<file path="src/rtl/sram1rw_gen_pkg.sv">
// Shared types and constants for the sram1rw_gen single-port SRAM model.
// SRAM1RW_GEN_OUTREG_EN selects the 2-cycle read latency variant.
package sram1rw_gen_pkg;

  typedef enum logic [1:0] {
    ST_RESET = 2'd0,
    ST_CLEAR = 2'd1,
    ST_READY = 2'd2
  } clr_state_e;

`ifdef SRAM1RW_GEN_OUTREG_EN
  localparam int unsigned RD_LAT = 2;
`else
  localparam int unsigned RD_LAT = 1;
`endif

endpackage

</file>
<file path="src/rtl/sram1rw_gen_clr.sv">
// Post-reset clear sequencer: walks every address once after RST drops,
// issuing a clear write per cycle and holding BUSY until the last word lands.
module sram1rw_gen_clr
  import sram1rw_gen_pkg::*;
#(
  parameter int unsigned DEPTH  = 128,
  parameter int unsigned ADDR_W = $clog2(DEPTH)
) (
  input  logic              i_clk,
  input  logic              i_rst,
  output logic              o_busy,
  output logic [ADDR_W-1:0] o_clr_addr,
  output logic              o_clr_we
);

  localparam logic [ADDR_W-1:0] LAST_ADDR = ADDR_W'(DEPTH - 1);

  clr_state_e        r_state;
  clr_state_e        w_state_nxt;
  logic [ADDR_W-1:0] r_cnt;
  logic [ADDR_W-1:0] w_cnt_nxt;
  logic              r_busy;

  // Next-state logic; RESET already writes address 0 on the first edge with RST low.
  always_comb begin
    w_state_nxt = r_state;
    w_cnt_nxt   = r_cnt;
    case (r_state)
      ST_RESET: begin
        w_state_nxt = ST_CLEAR;
        w_cnt_nxt   = r_cnt + 1'b1;
      end
      ST_CLEAR: begin
        if (r_cnt == LAST_ADDR) begin
          w_state_nxt = ST_READY;
          w_cnt_nxt   = r_cnt;
        end else begin
          w_state_nxt = ST_CLEAR;
          w_cnt_nxt   = r_cnt + 1'b1;
        end
      end
      ST_READY: begin
        w_state_nxt = ST_READY;
        w_cnt_nxt   = r_cnt;
      end
      default: begin
        w_state_nxt = ST_RESET;
        w_cnt_nxt   = '0;
      end
    endcase
    if (i_rst) begin
      w_state_nxt = ST_RESET;
      w_cnt_nxt   = '0;
    end else begin
      w_state_nxt = w_state_nxt;
    end
  end

  // State, counter and BUSY registers.
  always_ff @(posedge i_clk) begin
    if (i_rst) begin
      r_state <= ST_RESET;
      r_cnt   <= '0;
      r_busy  <= 1'b1;
    end else begin
      r_state <= w_state_nxt;
      r_cnt   <= w_cnt_nxt;
      r_busy  <= (w_state_nxt != ST_READY);
    end
  end

  assign o_busy     = r_busy;
  assign o_clr_addr = r_cnt;
  assign o_clr_we   = r_busy & ~i_rst;

endmodule

</file>
<file path="src/rtl/sram1rw_gen.sv">
// Parametrised 1RW SRAM model with bit-masked writes, post-reset clear and a
// read-valid strobe. Define SRAM1RW_GEN_OUTREG_EN for an extra O/VLD pipeline stage.
module sram1rw_gen
  import sram1rw_gen_pkg::*;
#(
  parameter int unsigned       DEPTH   = 128,
  parameter int unsigned       WIDTH   = 14,
  parameter int unsigned       ADDR_W  = $clog2(DEPTH),
  parameter logic [WIDTH-1:0]  CLR_VAL = '0
) (
  input  logic              CE,
  input  logic              RST,
  input  logic [ADDR_W-1:0] A,
  input  logic              CSB,
  input  logic              WEB,
  input  logic              OEB,
  input  logic [WIDTH-1:0]  I,
  input  logic [WIDTH-1:0]  BM,
  output logic [WIDTH-1:0]  O,
  output logic              VLD,
  output logic              BUSY
);

  localparam logic [ADDR_W:0] DEPTH_L = (ADDR_W + 1)'(DEPTH);

  function automatic logic [WIDTH-1:0] f_merge(input logic [WIDTH-1:0] old_w,
                                               input logic [WIDTH-1:0] new_w,
                                               input logic [WIDTH-1:0] mask);
    return (old_w & ~mask) | (new_w & mask);
  endfunction

  logic [WIDTH-1:0]  r_mem [DEPTH];
  logic              w_busy;
  logic [ADDR_W-1:0] w_clr_addr;
  logic              w_clr_we;
  logic              w_re;
  logic              w_we;
  logic              w_addr_ok;
  logic [WIDTH-1:0]  r_dout;
  logic              r_vld;

  sram1rw_gen_clr #(
    .DEPTH  (DEPTH),
    .ADDR_W (ADDR_W)
  ) u_clr (
    .i_clk      (CE),
    .i_rst      (RST),
    .o_busy     (w_busy),
    .o_clr_addr (w_clr_addr),
    .o_clr_we   (w_clr_we)
  );

  assign w_re      = ~CSB & ~OEB & ~w_busy;
  assign w_we      = ~CSB & ~WEB & ~w_busy;
  assign w_addr_ok = ({1'b0, A} < DEPTH_L);

  // Array write port; the clear sequencer only runs while host access is blocked.
  always_ff @(posedge CE) begin
    if (w_clr_we) begin
      r_mem[w_clr_addr] <= CLR_VAL;
    end else if (w_we && w_addr_ok) begin
      r_mem[A] <= f_merge(r_mem[A], I, BM);
    end
  end

  // Read port: sampling the pre-write word gives read-first behaviour.
  always_ff @(posedge CE) begin
    if (RST) begin
      r_dout <= '0;
      r_vld  <= 1'b0;
    end else begin
      r_vld <= w_re;
      if (w_re) begin
        r_dout <= w_addr_ok ? r_mem[A] : {WIDTH{1'bx}};
      end
    end
  end

`ifdef SRAM1RW_GEN_OUTREG_EN
  logic [WIDTH-1:0] r_dout_q;
  logic             r_vld_q;

  // Optional output pipeline stage.
  always_ff @(posedge CE) begin
    if (RST) begin
      r_dout_q <= '0;
      r_vld_q  <= 1'b0;
    end else begin
      r_dout_q <= r_dout;
      r_vld_q  <= r_vld;
    end
  end

  assign O   = r_dout_q;
  assign VLD = r_vld_q;
`else
  assign O   = r_dout;
  assign VLD = r_vld;
`endif

  assign BUSY = w_busy;

endmodule

</file>
<file path="config.mk">
export PLATFORM = sky130hd
export DESIGN_NAME = sram1rw_gen
export DESIGN_NICKNAME = d
export VERILOG_FILES = /design/src/rtl/sram1rw_gen_pkg.sv /design/src/rtl/sram1rw_gen_clr.sv /design/src/rtl/sram1rw_gen.sv
export SDC_FILE = /design/constraint.sdc
export NUM_CORES = 2
export LEC_CHECK = 0
export CAP_MARGIN = 5
export CORE_MARGIN = 2
export CORE_UTILIZATION = 45
export DETAILED_ROUTE_END_ITERATION = 7
export MAX_ROUTING_LAYER = met4
export SETUP_SLACK_MARGIN = 0.02
export SYNTH_ARGS = -nofsm -noshare
export SYNTH_HDL_FRONTEND = slang
export SYNTH_HIERARCHICAL = 1
export SYNTH_SLANG_ARGS = --single-unit
</file>
<file path="constraint.sdc">
create_clock -name CE -period 13.9 [get_ports CE]
set_clock_uncertainty 0.05 [all_clocks]
set_input_delay 2.78 -clock CE [delete_from_list [all_inputs] [get_ports CE]]
set_output_delay 2.78 -clock CE [all_outputs]
set_load 0.005 [all_outputs]
</file>
# Word-level counts from Yosys, hierarchy flattened
# Memory sizes are Yosys's and may differ from the RTL's.
# Cells that the tools add are included.
[totals]
ram_bits = 1792
wordCells = 43
input_bits = 40
n_memories = 1
ff_bits = 25
output_inout_bits = 16
[op_classes]
reduce_logical = 3
add_sub_neg = 1
bitwise = 15
muxes = 13
eq_ne = 5
[mem_list]
columns = ["memory", "depth", "word_bits", "rd", "rd_clocked_by_memory_dff", "wr", "line_no", "source"]
rows = [
  ["r_mem", 128, 14, 1, 0, 1, "sram1rw_gen.sv:32", "logic [WIDTH-1:0] r_mem [DEPTH];"],
]
[ops]
columns = ["operator", "count"]
rows = [
  ["bitwise AND 14 bit", 2],
  ["one-hot mux 7 bit (3 select lines)", 1],
  ["2-to-1 mux 14 bit", 1],
  ["2-to-1 mux 7 bit", 2],
  ["inverter 14 bit", 1],
  ["bitwise OR 14 bit", 1],
  ["OR reduction 14 bit", 1],
  ["adder 7 x 1 -> 7 bit, second input constant", 1],
  ["== test 7 bit, second input constant", 1],
  ["2-to-1 mux 1 bit", 6],
  ["inverter 1 bit", 6],
  ["one-hot mux 2 bit (3 select lines)", 1],
  ["bitwise AND 1 bit", 5],
  ["2-to-1 mux 2 bit", 2],
  ["!= test 2 bit, second input constant", 2],
  ["== test 2 x 1 -> 1 bit, second input constant", 1],
  ["== test 2 bit, second input constant", 1],
  ["logical NOT 2 bit", 1],
  ["AND reduction 2 bit", 1],
]

# Longest topological paths before layout
[depth]
word_depth = 8
depth_mapped = 12
depth_no_buf = 7

# By module
# The synthesis kept the hierarchy.
[by_module_without_submodules]
columns = ["mod", "seq_area_each_um2", "area_each_um2", "cells_per_inst", "instances"]
rows = [
  ["sram1rw_gen", 54111.9, 71041.9, 3500, 1],
  ["sram1rw_gen_clr", 200.2, 475.5, 46, 1],
]

# Worst setup path before layout
# Ideal clock, no wire load.
[synth_timing]
path_type = "input -> register"
from = "in A[0]"
to = "mem r_mem[0][10] (data pin)"
path_buffers = 5
slack_ns = 3.123
path_stages = 11
t_arrival_ns = 9.498
required_time_ns = 12.620
setup_ns = 1.230
path_cell_list = "buf_6 -> buf_12 -> buf_12 -> buf_12 -> buf_12 -> mux2i_1 -> a22oi_1 -> a21oi_1 -> nor4_2 -> o31ai_1 -> a211oi_1"
[synth_via]
elab_chain_cells = 4
[synth_rtl]
columns = ["item", "line_no", "source"]
rows = [
  ["from (decl)", "sram1rw_gen.sv:13", "input logic [ADDR_W-1:0] A,"],
  ["memory read (128 x 14 bit)", "-", ""],
  ["bitwise AND 14 bit", "sram1rw_gen.sv:29", "return (old_w & ~mask) | (new_w & mask);"],
  ["bitwise OR 14 bit", "sram1rw_gen.sv:29", ""],
  ["2-to-1 mux 14 bit (no source line)", "-", ""],
  ["to (decl)", "sram1rw_gen.sv:32", ""],
]
# No other way between the ends.

# Worst setup path after layout
[layout_timing]
from = "in A[2]"
to = "mem r_mem[74][5] (data pin)"
# Same word-level chain as after synthesis.

==> qor.yml <==
setup_path:
  timing.rr.end: "r_mem[5][11]"
  rr_worst_depth: 6
  ff2ff_setup_slack_ns: 9.39
  cp_max_fo: 64
  arrival_ns: 7.98
  r2r_start: "u_clr/o_busy"
  critPathLaunchType: "input port"
  cp.required_ns: 14.36
  cp-end-kind: "flop"
  path_class: "input port to flop"
timing:
  setup_viol: 0
  tightest_slew_ns: 1.278
  slew_viol_final: 0
  post-route-period-util_pct: 54.15
  slew_headroom_pct: 14.51
  fmax_mhz: 132.9
  hold_viol: 0
  min_period_ns: 7.527
  rsz0062_at_grt: "no"
  setup_tns_ns: 0
  worst_slack_ns: 6.373
grt:
  overflow: 0
  antenna_found_initial: 4
  grt_max_degree: 117
  grt_pass1_wl_um: 264500
  gr-usage-all-layers_pct: 23.52
  grt_pass1_vias: 35650
routing:
  antenna_left: 0
  wirelength_um: 185400
  firstDrtPassIters: 5
  num_vias: 36220
  drc_errors: 0
  first_iter_violations: 4618
  viasPerCell: 6.027
  wire_per_inst_um: 30.86
die:
  initial_core_util_pct: 45.26
  dieArea_um2: 162100
  die_h_um: 402.7
  io_pins: 56
  design.core.area_um2: 158000
  rows: 146
  dieWidth_um: 402.7
power_and_ir_drop:
  power_frac_seq_pct: 52.9
  intPower_mw: 8.878
  clkPwrFrac_pct: 43.5
  p_leak_nw: 23.36
  power_mw: 11.23
  power_switching_share_pct: 20.91
  power_density_nw_per_um2: 138.6
  ir_worst_vdd_mv: 0.1437
  combPwrFrac_pct: 3.6
  p_sw_mw: 2.348
run_status:
  outcome: "finished clean"
finish:
  ff_latch_area_um2: 54310
  fin_nets: 3826
  drive_gt1_share_pct: 22.21
  final_area_um2: 80990
  fin_util_pct: 51.25
  multiInputGateArea_um2: 15930
  num-fill-cells: 12410
  areaGrowthSynthToFinish_pct: 13.24
yosys:
  synth_ff_type: "edfxtp_1"
  avgSynthCellArea_um2: 20.17
  ys_async_sr_fraction_pct: 0
  synthMuxAreaShare_pct: 14.40
  synth_compound_area_share_pct: 4.619
  synthCells: 3546
  synth_edf_count: 1792
  synth_area_um2: 71520
  synth_xor_area_share_pct: 0
  synth.distinct_cells: 59
  synthAdderAreaFrac_pct: 0.01750
  seq_area_frac_synth_pct: 75.94
  yosys_warnings: 6
  synth_seq_cells: 1817
  synth_top_family_by_area: "multiplexers"
  synth_nets: 3587
  synthSimpleGateAreaFrac_pct: 2.904
clock_tree:
  post_cts_buffers: 0
  cts.reportedPaths.clkPinSlew_ns: 0.06
  worstSkewPairLatency_ns: 0.83
  post_cts_resized: 0
  cts_tree: "done"
  h-tree-depth: 4
  cts.path.max_buffers: 3
  cts_hold_buf: 0
  numCtsBuffers: 180
  numClockSinks: 1817
  cts_root_buf: "clkbuf_16"
placement:
  hpwlAfterDp_um: 111700
  routabilityCongestion: 0.8758
  post-place-ws_ns: 5.577
  port_buffers: 55
  placed_area_um2: 75040
hold_path:
  min_to: "O[4]"
  whs_path_depth: 2
  min_path_type: "flop to flop"
  hp-start: "O[4]"
flow_run:
  cap_violations: 0
## layout by cell type (no fill, tap or decap), types with 16 or more instances in the layout
cell type           n
edfxtp_1         1792
mux2i_1           306
mux4_2            279
buf_4             202
clkbuf_16         184
a22oi_1           180
nor2_1            152
a21oi_1            90
nand2_1            75
clkdlybuf4s50_1    51
nand3_1            42
o22ai_1            42
clkinv_1           42
mux2_2             40
clkbuf_1           36
nand2b_1           30
clkinv_2           29
dfxtp_1            25
mux4_1             19
bufinv_16          19
o211ai_1           18
nor3_1             17
or2_2              16
## routing by layer
metal	share of wire (%)	vias up	track usage, %
li1	-	15190	-
met1	42	19220	33.06
met2	47	1536	35.60
met3	7.7	271	4.223
met4	2.6	0	6.551
met5	0	-	-
## power by group through the flow
stage	clock, mW	sequential, mW	combinational (mW)
after floorplan	0	6.05	0.271
after global placement	0	6.05	0.407
after global routing	5.16	5.94	0.424
after CTS	4.95	5.94	0.409
after detailed placement	0	6.06	0.408
final	4.88	5.94	0.407
## registers in the layout (all words and copies together) (netlist names)
name              cells
u_clr/o_busy          1
r_mem              1792
O                    14
VLD                   1
u_clr/r_state         2
u_clr/o_clr_addr      7
## cells by family (layout without fill, tap and decap cells)
kind of cell / count (synthesis) / after routing
AOI/OAI and AO/OA: 461 / 461
DFF: 1817 / 1817
and+or+nand+nor: 407 / 407
other: 0 / 1
muxes: 644 / 644
buffers and inverters: 216 / 606
adders and majority gates: 1 / 1
## cell type report
class | instances | area share, %
multi-input cells | 1513 | 19.66
inverters | 11 | 0.05098
clock inverters | 113 | 1.472
diodes | 1 | 0.003090
flip-flops and latches | 1817 | 67.06
well taps | 2072 | 3.201
repair buffers | 262 | 2.694
clock buffers | 220 | 5.852
## cells in the mapped netlist (all sizes together), types with 18 or more instances
master  count  share of area (%)
nand2      75               0.39
buf       122                1.6
mux4      298                9.5
a221oi     24               0.37
o211ai     18               0.19
a211oi     18               0.21
a21oi      95               0.69
nor2      159               0.83
nor3       30               0.36
a22oi     180                1.9
mux2       40               0.63
dfxtp      25               0.70
clkbuf     83               0.44
o22ai      42               0.37
edfxtp   1792                 75
nand3      42               0.29
nand2b     31               0.27
mux2i     306                4.3
## through the flow
step,hold slack (ns),cells
detailed placement,0.4725,5673
global placement,0.4750,5673
floorplan,0.3931,3546
global route,0.4880,6009
finish,0.4804,6009
CTS,0.4807,6006
## how the worst max path moves through the flow
stage	from	end	slack, ns	cells past startpoint
global route	A[2]	r_mem[73][5]	6.16	10
detailed placement	A[2]	r_mem[53][5]	5.58	10
finish	A[2]	r_mem[74][5]	6.37	10
floorplan	A[0]	r_mem[0][10]	3.12	11
CTS	A[2]	r_mem[9][5]	6.46	10
global placement	A[2]	r_mem[73][5]	5.73	12
## worst max-delay path, cell delays in order
cell	delay [ns]
buf_4	0.45
buf_4	0.63
nand2b_1	0.57
buf_4	0.31
o22ai_1	0.16
nor4_2	0.62
o31ai_1	0.20
a211oi_4	0.77
buf_4	0.57
buf_4	0.64
Note: power is estimated with default switching activity, not from simulation.
